File: src/rtl/uart_tx_fifo.sv
// uart_tx_fifo: byte FIFO feeding an 8N1 UART transmitter (LSB first).
// Bytes enter through a valid/ready port and are buffered. The FSM pops the
// head whenever the line is free or a stop bit has just finished, so queued
// frames go out back to back with no idle gap.
//
// Handshake: a byte transfers on any posedge where in_valid && in_ready.
// in_ready depends only on the FIFO fill level, never on in_valid. The
// producer holds in_data stable while in_valid is high and unaccepted.
module uart_tx_fifo #(
  parameter int CLK_FREQ   = 50_000_000,
  parameter int BAUD       = 9600,
  parameter int FIFO_DEPTH = 16
) (
  input  logic                          clk,
  input  logic                          rst_n,
  input  logic                          in_valid,
  input  logic [7:0]                    in_data,
  output logic                          in_ready,
  output logic                          out_data,
  output logic                          busy,
  output logic [$clog2(FIFO_DEPTH):0]   fifo_count
);

  localparam int DIV = CLK_FREQ / BAUD;
  localparam int AW  = $clog2(FIFO_DEPTH);
  localparam int CW  = (DIV > 1) ? $clog2(DIV) : 1;
  localparam logic [CW-1:0] CNT_LAST = CW'(DIV - 1);
  localparam logic [AW:0]   DEPTH_L  = (AW+1)'(FIFO_DEPTH);

  typedef enum logic [1:0] {IDLE, START, DATA, STOP} state_t;

  // FIFO storage and bookkeeping
  logic [7:0]    mem [FIFO_DEPTH];
  logic [AW-1:0] wr_ptr;
  logic [AW-1:0] rd_ptr;
  logic [7:0]    head;
  logic          full;
  logic          empty;
  logic          push;
  logic          pop;

  // Transmitter state
  state_t        state;
  state_t        state_nxt;
  logic [CW-1:0] baud_cnt;
  logic [CW-1:0] baud_cnt_nxt;
  logic [2:0]    bit_idx;
  logic [2:0]    bit_idx_nxt;
  logic [7:0]    shift;
  logic [7:0]    shift_nxt;
  logic          out_nxt;
  logic          baud_done;

  assign full      = (fifo_count == DEPTH_L);
  assign empty     = (fifo_count == '0);
  assign in_ready  = !full;
  // A full FIFO refuses a push even when a pop happens in the same cycle.
  assign push      = in_valid && !full;
  assign head      = mem[rd_ptr];
  assign baud_done = (baud_cnt == CNT_LAST);
  assign busy      = (state != IDLE) || !empty;

  // FIFO data array; written only on an accepted push
  always_ff @(posedge clk) begin
    if (push) mem[wr_ptr] <= in_data;
  end

  // FIFO pointers and fill level; pointers wrap naturally (depth is 2^AW)
  always_ff @(posedge clk or negedge rst_n) begin
    if (!rst_n) begin
      wr_ptr     <= '0;
      rd_ptr     <= '0;
      fifo_count <= '0;
    end else begin
      if (push) wr_ptr <= wr_ptr + 1'b1;
      if (pop)  rd_ptr <= rd_ptr + 1'b1;
      case ({push, pop})
        2'b10:   fifo_count <= fifo_count + 1'b1;
        2'b01:   fifo_count <= fifo_count - 1'b1;
        default: fifo_count <= fifo_count;
      endcase
    end
  end

  // Transmitter registers; reset forces the line high at once
  always_ff @(posedge clk or negedge rst_n) begin
    if (!rst_n) begin
      state    <= IDLE;
      baud_cnt <= '0;
      bit_idx  <= '0;
      shift    <= '0;
      out_data <= 1'b1;
    end else begin
      state    <= state_nxt;
      baud_cnt <= baud_cnt_nxt;
      bit_idx  <= bit_idx_nxt;
      shift    <= shift_nxt;
      out_data <= out_nxt;
    end
  end

  // Next-state and line value; each state entry restarts the baud counter
  always_comb begin
    state_nxt    = state;
    baud_cnt_nxt = baud_cnt + 1'b1;
    bit_idx_nxt  = bit_idx;
    shift_nxt    = shift;
    out_nxt      = out_data;
    pop          = 1'b0;
    case (state)
      IDLE: begin
        out_nxt      = 1'b1;
        baud_cnt_nxt = '0;
        if (!empty) begin
          pop       = 1'b1;
          shift_nxt = head;
          out_nxt   = 1'b0;
          state_nxt = START;
        end
      end
      START: begin
        if (baud_done) begin
          state_nxt    = DATA;
          baud_cnt_nxt = '0;
          bit_idx_nxt  = '0;
          out_nxt      = shift[0];
        end
      end
      DATA: begin
        if (baud_done) begin
          baud_cnt_nxt = '0;
          if (bit_idx == 3'd7) begin
            state_nxt = STOP;
            out_nxt   = 1'b1;
          end else begin
            shift_nxt   = {1'b0, shift[7:1]};
            out_nxt     = shift[1];
            bit_idx_nxt = bit_idx + 3'd1;
          end
        end
      end
      STOP: begin
        if (baud_done) begin
          baud_cnt_nxt = '0;
          if (!empty) begin
            // Chain straight into the next start bit
            pop       = 1'b1;
            shift_nxt = head;
            out_nxt   = 1'b0;
            state_nxt = START;
          end else begin
            state_nxt = IDLE;
            out_nxt   = 1'b1;
          end
        end
      end
      default: begin
        state_nxt    = IDLE;
        baud_cnt_nxt = '0;
        out_nxt      = 1'b1;
      end
    endcase
  end

endmodule

File: config.mk
export PLATFORM = sky130hd
export DESIGN_NAME = uart_tx_fifo
export DESIGN_NICKNAME = d
export VERILOG_FILES = /design/src/rtl/uart_tx_fifo.sv
export SDC_FILE = /design/constraint.sdc
export NUM_CORES = 1
export LEC_CHECK = 0
export BUFFER_PORTS_ARGS = -buffer_cell sky130_fd_sc_hd__buf_2
export CAP_MARGIN = 10
export CELL_PAD_IN_SITES_DETAIL_PLACEMENT = 1
export CELL_PAD_IN_SITES_GLOBAL_PLACEMENT = 1
export CORE_MARGIN = 4
export CORE_UTILIZATION = 53
export DETAILED_ROUTE_END_ITERATION = 10
export PLACE_DENSITY_LB_ADDON = 0.2
export SETUP_SLACK_MARGIN = 0.15
export SLEW_MARGIN = 20
export SYNTH_ARGS = -nofsm -noshare
export SYNTH_HDL_FRONTEND = slang
export SYNTH_SLANG_ARGS = --single-unit
File: constraint.sdc
create_clock -name clk -period 3.6 [get_ports clk]
set_clock_uncertainty 0.15 [all_clocks]
set_input_delay 0.36 -clock clk [delete_from_list [all_inputs] [get_ports clk]]
set_output_delay 0.36 -clock clk [all_outputs]
set_load 0.02 [all_outputs]
==> run metrics <==
status completed; initial antenna violation count 0; CP startpoint kind register; setup TNS 0 ns; grt ovf 0; routed len/inst ~21 um; routability cong. around 0.77; most common cell in the netlist edfxtp_1; wire length on met1 6170 um; Final ANT Viol Nets 0; largest net degree at the start of global routing 41; arrival time worst endpoint about 3.3 ns; Hold Crit Class in -> reg; initial core utilization between 50% and 60%; Slew HR 34.9%; Crit Path Class reg -> reg; DIE WIDTH 124 um; PortBufs 18; Pwr Density 796 nW/um^2; initial drt markers about 300; Yosys top cell area share between 50% and 60%; Post-synth EDFFs 128; CP endpoint kind register; R2R depth 12; number of global-route vias before repair 4015; Most used DFF post-synth edfxtp_1; Via density slightly below 6; Root Driver clkbuf_16; biggest area consumer among synthesized cells edfxtp_1; Syn-to-layout area delta 11.7%; max-cap viol count 0; Synth Register Bits 168; Worst-Margin Slew 0.973 ns; Ports 19; RR Startpoint baud_cnt[0]; area of the mapped netlist roughly 7200 sq um; Final HPWL DP 9570 um; Area contributors post-synth edfxtp_1 54%, dfrtp_1 14%, mux4_1 7.0%; met3 WL 604 um; crit path time final 3.14 ns; Synth cell types 47; core area 13200 sq um; Pins Over Slew Limit 0; period utilization around 87%; Post-synth top cells 128 x edfxtp_1, 39 x dfrtp_1, 35 x nor2_1, 30 x a21oi_1, 20 x nand2_1; DIE HEIGHT 124 um; Tot GR Track Use 19.1%; Die Area 15400 sq um; Hold Violations, Final 0; total CTS buffers 17; WL final between 10000 and 15000 um; WL met2 6890 um; Worst setup endpoint fifo_count[4]; synthesis warning total 0; first-pass GRT wire length 22700 um; RSZ-0062 raised after global routing no; hold depth 1; CTS tree done; Worst Setup SP baud_cnt[0]; leak pwr 2.88 nW; Reg2Reg Setup Slack between 0.4 and 0.5 ns; syn nets 466; total power 0.00637 W; detailed-router iteration count before antenna repair 4; layout cells sized above 1 16.9%; Clk pin slew, worst setup/hold paths 0.07 ns; H-tree depth 4; asr flop ratio synth 23.8%; register area share after synthesis 67.6%; endpoints failing setup 0; worst vdd ir between 0.4 and 0.5 mV; cells after synthesis 436; max layer used met4; CTS Sinks 168; ANT cells 0; Avg Inst Size Synth 16.4 sq um; DR DRC count 0; worst-path fanout max 5; clk_lat worst skew 0.42 ns; final net count 490; Rows 42; worst r2r dst fifo_count[4]; f_max 0.319 GHz; worst-case clock buffer depth 2; via count around 3800; CP required 3.80 ns
==> cells in the final DEF (no fill, tap or decap), types with 4 or more instances in the layout <==
| cell | count |
|---|---|
| xnor2_1 | 10 |
| a21oi_1 | 30 |
| xor2_1 | 9 |
| nand2_1 | 20 |
| nand3_1 | 4 |
| a22oi_1 | 16 |
| buf_4 | 4 |
| inv_1 | 13 |
| nor2b_1 | 4 |
| buf_2 | 18 |
| mux4_1 | 19 |
| mux4_2 | 13 |
| edfxtp_1 | 128 |
| nand4_1 | 5 |
| clkinv_4 | 4 |
| nor2_1 | 35 |
| clkbuf_16 | 17 |
| o21ai_0 | 12 |
| ha_1 | 17 |
| nor3_1 | 7 |
| dfrtp_1 | 38 |
==> state kept, by name, summed over array words and instances (netlist names) <==
signal and count:
wr_ptr 4, state 2, mem 128, baud_cnt 13
out_data 1, bit_idx 3, rd_ptr 4, fifo_count 5
shift 8
==> layout make-up <==
type	instances	area [sq um]
clock buffer	17	425
multi-input combinational	235	2160
timing repair buffer	25	170
tap	176	220
sequential	168	4850
inverter	13	48.8
clock inverter	15	130
fill	1217	5240
==> kinds of logic (layout without fill, tap and decap cells) <==
logic type      after synthesis  in the layout  synth area share [%]
mux                          35             35                  11.6
buf+inv                      33             70                  2.34
fa+ha+maj                    19             19                  3.42
xor+xnor                     19             19                  2.32
flops                       168            168                  67.6
compound gates               66             66                  5.78
simple gates                 96             96                  6.96
==> metrics by stage <==
stage,cells,utilization [%],area [sq um],hold WS (ns),setup slack [ns]
after floorplan,436,-,7170,-0.0856,0.580
after global placement,616,56.1,7430,0.285,0.460
after detailed placement,616,56.1,7430,0.302,0.379
after CTS,649,60.4,8000,0.155,0.345
after global routing,649,60.4,8010,0.162,0.159
final,649,60.4,8010,0.170,0.463
==> critical path, cell delays in order (launching register included) <==
cell and delay, ns:
dfrtp_1 0.36, ha_1 0.26, and4bb_2 0.30, a41oi_1 0.18
nor3_4 0.29, ha_2 0.30, inv_1 0.09, fa_1 0.40
nor2b_1 0.12, o21ai_0 0.10, and3_1 0.19, nor3_1 0.16
xor2_1 0.16
==> what timing repair did <==
item                                    4_1_cts  5_1_grt
resized for setup                             0        2
endpoints found under the hold margin        39        0
setup buffers                                 0        0
endpoints found under the setup margin        0        1
hold buffers                                  1        0
==> layer usage <==
layer	global-route usage (%)	vias up
li1	-	1739
met1	26.9	1949
met2	30.3	62
met3	4.07	12
met4	6.13	0
met5	0	-
==> worst min-delay path by stage <==
stage | startpoint | endpoint
final | in_data[6] | mem[2][6]
after detailed placement | baud_cnt[0] | baud_cnt[0]
after CTS | in_data[4] | mem[11][4]
after global placement | baud_cnt[0] | baud_cnt[0]
after floorplan | rst_n | baud_cnt[0]
after global routing | in_data[4] | mem[14][4]
==> power breakdown <==
| part | switching, W | leakage, nW | internal [W] |
|---|---|---|---|
| Clock | 0.000737 | 0.266 | 0.000952 |
| Combinational | 0.00111 | 0.957 | 0.000884 |
| Sequential | 0.000277 | 1.66 | 0.00241 |
| Total | 0.00212 | 2.88 | 0.00425 |
Note: power is estimated with default switching activity, not from simulation.
